## src/rtl/imm_gen_pkg.sv

```systemverilog
// Shared opcode constants, immediate format codes and small decode helpers
// for the decode-stage immediate generator.
package imm_gen_pkg;

    localparam logic [6:0] OP_IMM = 7'b0010011;
    localparam logic [6:0] LOAD   = 7'b0000011;
    localparam logic [6:0] JALR   = 7'b1100111;
    localparam logic [6:0] STORE  = 7'b0100011;
    localparam logic [6:0] BRANCH = 7'b1100011;
    localparam logic [6:0] LUI    = 7'b0110111;
    localparam logic [6:0] AUIPC  = 7'b0010111;
    localparam logic [6:0] JAL    = 7'b1101111;
    localparam logic [6:0] OP     = 7'b0110011;

    typedef enum logic [2:0] {
        FMT_R     = 3'd0,
        FMT_I     = 3'd1,
        FMT_S     = 3'd2,
        FMT_B     = 3'd3,
        FMT_U     = 3'd4,
        FMT_J     = 3'd5,
        FMT_SHAMT = 3'd6,
        FMT_NONE  = 3'd7
    } fmt_e;

    // slli/srli/srai carry a shift amount, not a signed immediate
    function automatic logic is_shift_imm(input logic [31:0] instr);
        return (instr[6:0] == OP_IMM) && ((instr[14:12] == 3'b001) || (instr[14:12] == 3'b101));
    endfunction

endpackage

```

## src/rtl/imm_gen_decode.sv

```systemverilog
// Combinational RV32I immediate decoder: instruction word -> sign-extended
// immediate, format code and unsupported-opcode flag.
module imm_gen_decode
    import imm_gen_pkg::*;
#(
    parameter int XLEN = 32
) (
    input  logic [31:0]     instr,
    output logic [XLEN-1:0] imm,
    output logic [2:0]      fmt,
    output logic            illegal
);

    logic [31:0] imm32;
    fmt_e        fmt_d;

    always_comb begin
        imm32   = '0;
        fmt_d   = FMT_NONE;
        illegal = 1'b0;
        case (instr[6:0])
            OP_IMM: begin
                if (is_shift_imm(instr)) begin
                    fmt_d = FMT_SHAMT;
                    // bit 25 is part of shamt only on a 64-bit datapath
                    imm32 = {26'b0, (XLEN == 64) ? instr[25] : 1'b0, instr[24:20]};
                end else begin
                    fmt_d = FMT_I;
                    imm32 = {{20{instr[31]}}, instr[31:20]};
                end
            end
            LOAD, JALR: begin
                fmt_d = FMT_I;
                imm32 = {{20{instr[31]}}, instr[31:20]};
            end
            STORE: begin
                fmt_d = FMT_S;
                imm32 = {{20{instr[31]}}, instr[31:25], instr[11:7]};
            end
            BRANCH: begin
                fmt_d = FMT_B;
                imm32 = {{19{instr[31]}}, instr[31], instr[7], instr[30:25], instr[11:8], 1'b0};
            end
            LUI, AUIPC: begin
                fmt_d = FMT_U;
                imm32 = {instr[31:12], 12'b0};
            end
            JAL: begin
                fmt_d = FMT_J;
                imm32 = {{11{instr[31]}}, instr[31], instr[19:12], instr[20], instr[30:21], 1'b0};
            end
            OP: begin
                fmt_d = FMT_R;
            end
            default: begin
                illegal = 1'b1;
            end
        endcase
    end

    assign fmt = fmt_d;

    // imm32[31] is the instruction sign bit for every signed format
    generate
        if (XLEN == 64) begin : g_x64
            assign imm = {{32{imm32[31]}}, imm32};
        end else begin : g_x32
            assign imm = imm32;
        end
    endgenerate

endmodule

```

## src/rtl/imm_gen_stage.sv

```systemverilog
// Decode-stage immediate generator: decodes on the input side, registers the
// result behind a valid/ready handshake (optional skid entry) and adds pc+imm.
module imm_gen_stage
    import imm_gen_pkg::*;
#(
    parameter int XLEN  = 32,
    parameter int SKID  = 1,
    parameter int CNT_W = 16
) (
    input  logic             clk,
    input  logic             reset,
    input  logic             flush,
    input  logic             in_valid,
    output logic             in_ready,
    input  logic [31:0]      in_instr,
    input  logic [XLEN-1:0]  in_pc,
    output logic             out_valid,
    input  logic             out_ready,
    output logic [31:0]      out_instr,
    output logic [XLEN-1:0]  out_pc,
    output logic [XLEN-1:0]  out_imm,
    output logic [2:0]       out_fmt,
    output logic [XLEN-1:0]  out_target,
    output logic             out_illegal,
    output logic [CNT_W-1:0] illegal_count
);

    typedef struct packed {
        logic [31:0]     instr;
        logic [XLEN-1:0] pc;
        logic [XLEN-1:0] imm;
        logic [2:0]      fmt;
        logic            illegal;
    } entry_t;

    localparam entry_t ENTRY_RST = '{instr: '0, pc: '0, imm: '0, fmt: FMT_NONE, illegal: 1'b0};

    logic [XLEN-1:0] dec_imm;
    logic [2:0]      dec_fmt;
    logic            dec_illegal;
    entry_t          in_entry;
    entry_t          main_q;
    logic            main_vld;
    logic            accept;
    logic            drain;

    imm_gen_decode #(.XLEN(XLEN)) u_decode (
        .instr   (in_instr),
        .imm     (dec_imm),
        .fmt     (dec_fmt),
        .illegal (dec_illegal)
    );

    assign in_entry = '{instr: in_instr, pc: in_pc, imm: dec_imm, fmt: dec_fmt, illegal: dec_illegal};
    assign accept   = in_valid & in_ready & ~flush;
    assign drain    = main_vld & out_ready;

    generate
        if (SKID != 0) begin : g_skid
            entry_t skid_q;
            logic   skid_vld;

            // in_ready comes straight from a flop, so out_ready never reaches it
            assign in_ready = ~skid_vld;

            always_ff @(posedge clk or posedge reset) begin
                if (reset) begin
                    main_vld <= 1'b0;
                    skid_vld <= 1'b0;
                    main_q   <= ENTRY_RST;
                    skid_q   <= ENTRY_RST;
                end else if (flush) begin
                    main_vld <= 1'b0;
                    skid_vld <= 1'b0;
                end else if (!main_vld || drain) begin
                    // skid only fills behind a valid main entry, so it is older
                    if (skid_vld) begin
                        main_q   <= skid_q;
                        main_vld <= 1'b1;
                        skid_vld <= 1'b0;
                    end else begin
                        main_vld <= accept;
                        if (accept) main_q <= in_entry;
                    end
                end else if (accept) begin
                    skid_q   <= in_entry;
                    skid_vld <= 1'b1;
                end
            end
        end else begin : g_single
            assign in_ready = ~main_vld | out_ready;

            always_ff @(posedge clk or posedge reset) begin
                if (reset) begin
                    main_vld <= 1'b0;
                    main_q   <= ENTRY_RST;
                end else if (flush) begin
                    main_vld <= 1'b0;
                end else begin
                    if (accept) main_q <= in_entry;
                    main_vld <= accept | (main_vld & ~out_ready);
                end
            end
        end
    endgenerate

    // only words that actually enter the stage are counted; flush blocks accept
    always_ff @(posedge clk or posedge reset) begin
        if (reset)
            illegal_count <= '0;
        else if (accept && dec_illegal && (illegal_count != {CNT_W{1'b1}}))
            illegal_count <= illegal_count + CNT_W'(1);
    end

    assign out_valid   = main_vld;
    assign out_instr   = main_q.instr;
    assign out_pc      = main_q.pc;
    assign out_imm     = main_q.imm;
    assign out_fmt     = main_q.fmt;
    assign out_illegal = main_q.illegal;
    assign out_target  = main_q.pc + main_q.imm;

endmodule

```

## config.mk

```make
export PLATFORM = sky130hd
export DESIGN_NAME = imm_gen_stage
export DESIGN_NICKNAME = d
export VERILOG_FILES = /design/src/rtl/imm_gen_pkg.sv /design/src/rtl/imm_gen_decode.sv /design/src/rtl/imm_gen_stage.sv
export SDC_FILE = /design/constraint.sdc
export NUM_CORES = 1
export LEC_CHECK = 0
export CAP_MARGIN = 40
export CORE_UTILIZATION = 45
export CTS_CLUSTER_SIZE = 10
export DETAILED_ROUTE_END_ITERATION = 10
export PLACE_DENSITY = 0.71
export SYNTH_ARGS = -nofsm -noshare
export SYNTH_HDL_FRONTEND = slang
export SYNTH_HIERARCHICAL = 1
export SYNTH_SLANG_ARGS = --single-unit
export TNS_END_PERCENT = 10
```

## constraint.sdc

```tcl
create_clock -name clk -period 6.6 [get_ports clk]
set_input_delay 0.66 -clock clk [delete_from_list [all_inputs] [get_ports clk]]
set_output_delay 0.66 -clock clk [all_outputs]
set_load 0.01 [all_outputs]
```

==> results of run 1 <==
[cell usage after synthesis, types with 5 or more instances]
library cell | n | area [sq um]
a21o_1 | 15 | 113
o21ai_0 | 14 | 70.1
nor2_1 | 121 | 454
and3_1 | 8 | 50.1
dfstp_2 | 6 | 158
o21bai_1 | 5 | 37.5
nand2_2 | 10 | 62.6
ha_1 | 32 | 400
nand4_1 | 5 | 31.3
xor2_1 | 12 | 105
nand2b_1 | 5 | 31.3
nor2b_1 | 10 | 62.6
a21oi_1 | 131 | 656
dfrtp_1 | 212 | 5310
mux2_2 | 101 | 1140
buf_6 | 5 | 56.3
nand3_1 | 12 | 60.1
clkbuf_1 | 42 | 158
o21a_1 | 5 | 37.5
inv_1 | 8 | 30.0
mux2i_1 | 101 | 1010
nor3_1 | 9 | 45.0
nand2_1 | 51 | 191
a31oi_1 | 7 | 43.8
xnor2_1 | 32 | 280
[per-stage QoR]
step,hold WS [ps],util,setup WS (ps)
floorplan,479,-,3100
global placement,483,0.560,2870
detailed placement,487,0.561,2840
CTS,504,0.593,2270
global route,512,0.593,2090
finish,502,0.593,2300
[logic make-up after synthesis]
group	Yosys count	share of synthesized area
compound gates	218	0.120
xor+xnor	44	0.0343
fa+ha+maj	33	0.0374
buf+inv	62	0.0247
flops	218	0.487
mux	202	0.191
simple gates	254	0.105
[area by class of cell]
class	count	area share
Clock buffer	40	0.0500
Clock inverter	2	0.00320
Inverter	8	0.00234
Multi-Input combinational cell	751	0.380
Sequential cell	218	0.378
Tap cell	324	0.0280
Timing Repair Buffer	227	0.158
[final timing paths]
check,start,to,slack [ps],cells after the start
worst max-delay path,out_pc[0],out_target[26],2300,10
worst min-delay path,g_skid.skid_q[7],g_skid.skid_q[7],500,1
worst max register to register,g_skid.skid_vld,g_skid.skid_q[44],3480,4
worst min register to register,g_skid.skid_q[7],g_skid.skid_q[7],500,1
max in group asynchronous,reset,g_skid.skid_q[51],4560,4
min in group asynchronous,reset,out_instr[5],720,3
[flip-flops by register name (all words and copies together), names as in the netlist]
name             count
g_skid.skid_q      100
out_imm             32
out_instr           32
out_pc              32
illegal_count       16
out_fmt              3
g_skid.skid_vld      1
out_illegal          1
out_valid            1
[routing by layer]
layer / track usage / up-vias / share of wire
li1: - / 4071 / -
met4: 0.0532 / 0 / 0.021
met2: 0.356 / 240 / 0.46
met3: 0.0345 / 34 / 0.055
met1: 0.311 / 4147 / 0.47
met5: 0 / - / 0
[power by group through the flow]
stage               Clock, W  Combinational [W]  Sequential (W)
finish               0.00131            0.00162         0.00174
global route         0.00140            0.00176         0.00177
CTS                  0.00135            0.00162         0.00174
detailed placement         0            0.00162         0.00176
global placement           0            0.00160         0.00175
floorplan                  0           0.000845         0.00177
==> impl.org, run 1 <==
** Run status
- Result of the run :: complete, no violations

** Cells and area
- The layout has 2056 filler cells.
- The finished cells cover roughly 14000 sq um.
- Net count reported at finish :: 1334
- The area growth from synthesis to layout is 28.8%.
- Commonest cells after routing, fill and taps aside :: clkdlybuf4s50_1, dfrtp_1, a21oi_1, nor2_1
- Multi-input logic area :: 5500 sq um
- After the flow finishes, the layout carries non-filler instances totaling 1570.
- In the final layout, the share of cells above drive strength 1 is 0.145.
- Total area of sequential cells :: approximately 5500 sq um
- 0 antenna diodes ended up in the layout.
- The library cell used most frequently in the layout, excluding fill and tap cells, is clkdlybuf4s50_1.

** Yosys
- Share of the yosys chip area belonging to registers :: 0.487
- In the synthesized netlist the dominant register cell turns out to be dfrtp_1.
- Synthesized netlist net count :: 1133
- After synthesis, the netlist uses 70 different library cells.
- Total of flip-flops plus latches after synthesis :: between 200 and 250
- Async set-or-reset flop fraction in the synthesized netlist :: 1.00
- Instance count of the mapped netlist :: 1031
- Post-synth EDFFs :: 0
- Netlist Area Pre-Place :: 11200 sq um
- Yosys printed 6 warnings.
- Dividing the synthesized area by the synthesized cell count gives 10.9 sq um.

** Setup path
- Cell type of the slowest stage on the worst timing path :: clkdlybuf4s50_1
- Data arrival, critical path :: 3640 ps
- Cells along the critical path :: ha_1, fa_1, a21oi_1, o21ai_2, a21oi_2, o31ai_4, a211oi_2, o21bai_1, a31oi_1, clkdlybuf4s50_1
- The number of buffers and inverters on the critical path is 1.
- Critical Path Source Type :: register
- Crit Path Class :: register to output pin
- The largest single stage delay on the critical path is 560 ps.
- Of all nets on the critical path, the largest fanout is 4.
- At the worst endpoint, the required time is slightly below 6000 ps.
- Family with the most delay on the worst path :: compound AO/OA/AOI/OAI gates
- Critical Path Sink Type :: output pin

** Detailed routing
- The detail route stage leaves a number of antenna-violating nets equal to 0.
- Total wire length after detailed routing :: ~28000 microns
- After detailed routing, the average wire length per cell comes to 17.9 microns.
- Via count of the routed design :: 8492
- Number of DRC violations after detailed-routing iteration 0 :: about 470
- TritonRoute pass-1 iters :: 4
- Post-detailed-route DRC marker count :: 0
- Using the TritonRoute via totals, the vias-per-cell ratio works out to 5.41.

** Timing
- The max-slew violation count was 0.
- TNS Setup :: 0 ps
- Slew HR :: 0.391
- Setup repair after global routing left no endpoint under its margin.
- At the pin with the least slew margin, the transition time is 913 ps.
- In the finished design, the share of the clock period the worst path needs comes to 0.652.
- The routed design could run at a clock period as short as 4300 ps.
- Setup violations remaining at the end of the flow were counted as 0.
- Fmax achieved :: 232 MHz
- Maximum clock skew at final layout :: between 9 and 10 ps
- Hold Fails Final Rpt :: 0

** CTS
- CTS Hold Bufs :: 0
- Clock Pin Slew Worst Setup and Hold Paths :: about 60 ps
- H-tree levels :: 1
- No sink is reached through more buffers than the 3 on the longest clock path.
- The root buffer cell chosen for the clock tree is clkbuf_16.
- Gates resized during post-CTS repair numbered 0.
- Worst-skew pair later-pin latency :: 520 ps
- The number of setup buffers added after CTS is 0.
- TritonCTS Sinks :: 218
- The number of clock buffers added by TritonCTS is 26.
- Clock tree from TritonCTS :: yes

** Global routing
- The number of global-route vias before repair came to 8407.
- Global route overflow :: 0
- For this run, the total global-route usage over all layers was measured as 0.220.
- Maximum number of pins on one net before global-route repair :: 158
- Initial antenna violation count :: 0
- The first global-routing pass estimated 45400 microns of wire.

** Floorplanning
- Chip width :: around 160 microns
- Starting density of the core :: 0.460
- The floorplan step defined a die boundary enclosing 25600 sq um.
- Count of pins on the block boundary :: 219
- Placeable Area :: 24400 sq um
- Floorplan die height :: 160 microns
- Placement row count :: between 50 and 60

** Pwr
- Switching Fraction :: 0.313
- The worst-case IR drop observed on VDD is roughly 0.00023 V.
- Of the total power, combinational logic draws 0.346.
- Summed over all nets, the switching power comes to 0.00146 W.
- Part of the total power dissipated in sequential elements :: 0.373
- Internal power summed over all cells :: between 0.003 and 0.004 W
- For this design the ratio of total power to cell area is 323 nW/um^2.
- Clk network pwr share :: 0.281
- Total power after layout :: 0.00467 W
- Leak :: 6.01 nW

** Place
- DPL Wire Length :: 19800 microns
- Number of placed cells counting well taps :: 1528
- PortBufs :: 218
- Final weighted congestion in routability-driven placement :: 0.851
- The placed instances occupy a cell area of 13700 sq um.

** Flow run
- Max-cap violations in this run came to 0.

** Min path
- The worst hold path belongs to the class register to register.
Power figures use the tool's default switching activity.
==> inputs of run 2 (changes only) <==
- PLACE_DENSITY: 0.71 -> 0.68
- clock period: 6.6 -> 4.05 ns (I/O delays scaled with it)
==> impl.org, run 2 (synthesis gave the netlist of run 1 again) <==
** Timing
- TNS Setup :: 0 ps (unchanged)
- The remaining max-slew budget at the tightest pin came to 0.398 (+0.00658).
- In the finished design, the share of the clock period the worst path needs comes to 0.961.
- The total setup violations reported at the end of the flow is 0 (unchanged).
- Setup repair after global routing missed its margin :: no
- Final setup slack of the worst path :: 158 ps (-2140 ps)
- The slew at the pin closest to its max-slew limit came to 903 ps (-9.87 ps).
- The number of failing hold endpoints at the final stage is 0 (unchanged).
- Min Tclk post-route :: 3890 ps
- Fmax achieved :: 257 MHz
- Final Max Tran Viols :: 0 (unchanged)
- The worst clock skew came to 11.2 ps (+1.39 ps).

** Cells and area
- The flip-flop count of the largest register after layout is 100 (unchanged).
- Commonest cells after routing, fill and taps aside :: clkdlybuf4s50_1, dfrtp_1, a21oi_1, nor2_1
- The post-layout net count is 1335 (+0.075%).
- The antenna diode count came to 0 (unchanged).
- Layout-stage area growth over the synthesis result :: 29.3%
- The fraction of final layout cells sized beyond drive strength 1 is 0.147 (+0.00194).
- Final core utilization :: 0.595 (+0.00251)
- Largest reg by FF count :: g_skid.skid_q
- Most frequent standard cell in the layout excluding fill and tap cells :: clkdlybuf4s50_1

** Run status
- Result of the run :: complete, no violations

** Global routing
- Maximum number of pins on one net before global-route repair :: 126 (-20%)
- Global-route wire length before repair :: 45400 microns (about the same)
- The initial antenna violation count came to 0 (unchanged).
- Global route overflow :: 0 (unchanged)
- The global router's overall resource usage is 0.221 (+0.000453).
- Number of global-route vias before repair :: 8231 (-2.1%)

** Pwr
- The static leakage came to 6.03 nW (+0.28%).
- The power per unit of standard cell area is 525 nW/um^2 (+63%).
- Maximum vdd ir drop :: 0.000397 V (+72%)

** Setup path
- The count of cells along the worst register-to-register path was 4 (unchanged).
- The setup slack of the most critical reg-to-reg path is 1290 ps (-2190 ps).
- Largest fanout of any net on the critical path :: 4 (unchanged)
- The worst register-to-register path begins at g_skid.skid_vld.
- The endpoint identified for the worst register-to-register timing path is g_skid.skid_q[38].
- The setup path with the least slack is of type register to output pin.
- Cell type of the slowest stage on the worst timing path :: clkdlybuf4s50_1
- Walking the worst path, the cells encountered are ha_1, fa_1, a21oi_1, o21ai_2, a21oi_4, o31ai_4, a211oi_4, o21bai_1, a31oi_1, clkdlybuf4s50_1.
- Largest stage delay on the critical path :: 570 ps (about the same)
- Critical Path Source Type :: register
- Data arrival, critical path :: 3490 ps (-150 ps)
- Worst Path Required :: 3640 ps (-2300 ps)
- STA classifies the critical path endpoint as an output pin.

** Flow run
- Count of maximum capacitance violations :: 0 (unchanged)

** Place
- Setup slack after placement :: 560 ps (-2280 ps)
- The number of buffer cells added on primary ports is 218 (unchanged).
- The post-DP HPWL was 20100 microns (+1.3%).
- Final weighted congestion in routability-driven placement :: 0.871 (+2.4%)

** Floorplanning
- Starting density of the core :: 0.460 (unchanged)
- DIE AREA :: 25600 sq um (unchanged)
- The number of cell rows was 57 (unchanged).
- Count of pins on the block boundary :: 219 (unchanged)
- Chip width :: 160 microns (unchanged)
- The area of the core is 24400 sq um (unchanged).
- Floorplan die height :: 160 microns (unchanged)

** Min path
- In this run the worst hold path is classified as input pin to asynchronous set/reset pin.

** CTS
- Number of clock buffers inserted by TritonCTS :: 26 (unchanged)
- Worst-skew pair later-pin latency :: 530 ps (about the same)
- Clock Pin Slew Worst Setup and Hold Paths :: 60 ps (about the same)
- CTS Root Buffer Type :: clkbuf_16
- The number of clock sinks came to 218 (unchanged).
- The H-tree depth was 1 (unchanged).
- The maximum number of buffers from clock root to sink is 3 (unchanged).
- TritonCTS built the clock tree.

** Detailed routing
- Number of DRC violations after detailed-routing iteration 0 :: 416 (-11%)
- The detailed-route vias per instance came to 5.40 (-0.20%).
- The number of antenna-violating nets in the routed design was 0 (unchanged).
- Post-detailed-route DRC marker count :: 0 (unchanged)
- TritonRoute pass-1 iters :: 5 (+1)
- The average wire length per cell after detail routing is 18.0 microns (+0.70%).
- The number of vias in the routed layout came to 8497 (+0.059%).
- Total wire length after detailed routing :: 28400 microns (+0.95%)
[run 2: cell types whose count changed in the layout (fill, tap and decap cells not counted), sizes merged]
cell,previous run,this run
clkbuf,40,44
buf,9,10
bufinv,1,0
[run 2: worst max-delay path, delay by kind of cell, from the launching register on]
family | cells | cell delay, ps
AO/OA/AOI/OAI | 7 | 1320
adder cells (fa/ha/maj) | 2 | 670
buffers and inverters | 1 | 570
flip-flops | 1 | 400
[run 2: what timing repair did]
item                                   CTS  global route
pin swaps                                0             1
resized for setup                        1             4
hold buffers                             0             0
buffers inserted                         0             0
endpoints found under the hold margin    0             0
setup endpoints to repair                1             6
[run 2: routing by layer]
layer,global-route usage,share of wire
met3,0.0423,0.057
met4,0.0455,0.017
met1,0.321,0.47
met5,0,0
met2,0.344,0.46
[run 2: power breakdown]
| group | switching (W) | total [W] | internal (W) |
|---|---|---|---|
| combinational | 0.00126 | 0.00266 | 0.00140 |
| sequential | 0.000279 | 0.00284 | 0.00256 |
| clock | 0.000877 | 0.00212 | 0.00124 |
[run 2: cell type report]
type	count	area (sq um)
fill	2103	9870
multi-input combinational	751	5530
sequential	218	5470
timing repair buffer	228	2310
clock buffer	44	748
tap	324	405
inverter	8	33.8
clock inverter	1	16.3
[run 2: how the worst max path moves through the flow]
stage	startpoint	end	slack [ps]	cells past startpoint
2_1_floorplan	reset	g_skid.skid_q[0]	810	1
3_3_place_gp	out_pc[0]	out_target[26]	620	10
3_5_place_dp	out_pc[0]	out_target[26]	560	10
4_1_cts	out_pc[0]	out_target[28]	30	9
5_1_grt	out_pc[0]	out_target[24]	20	9
6_report	out_pc[0]	out_target[26]	160	10
[run 2: through the flow]
step / hold slack, ps / instance area (sq um) / power, W / std cells
after floorplan: 468 / 11200 / 0.00426 / 1031
after global placement: 484 / 13700 / 0.00546 / 1528
after detailed placement: 486 / 13700 / 0.00550 / 1529
after CTS: 172 / 14500 / 0.00766 / 1574
after global routing: 201 / 14500 / 0.00804 / 1574
final: 188 / 14500 / 0.00762 / 1574
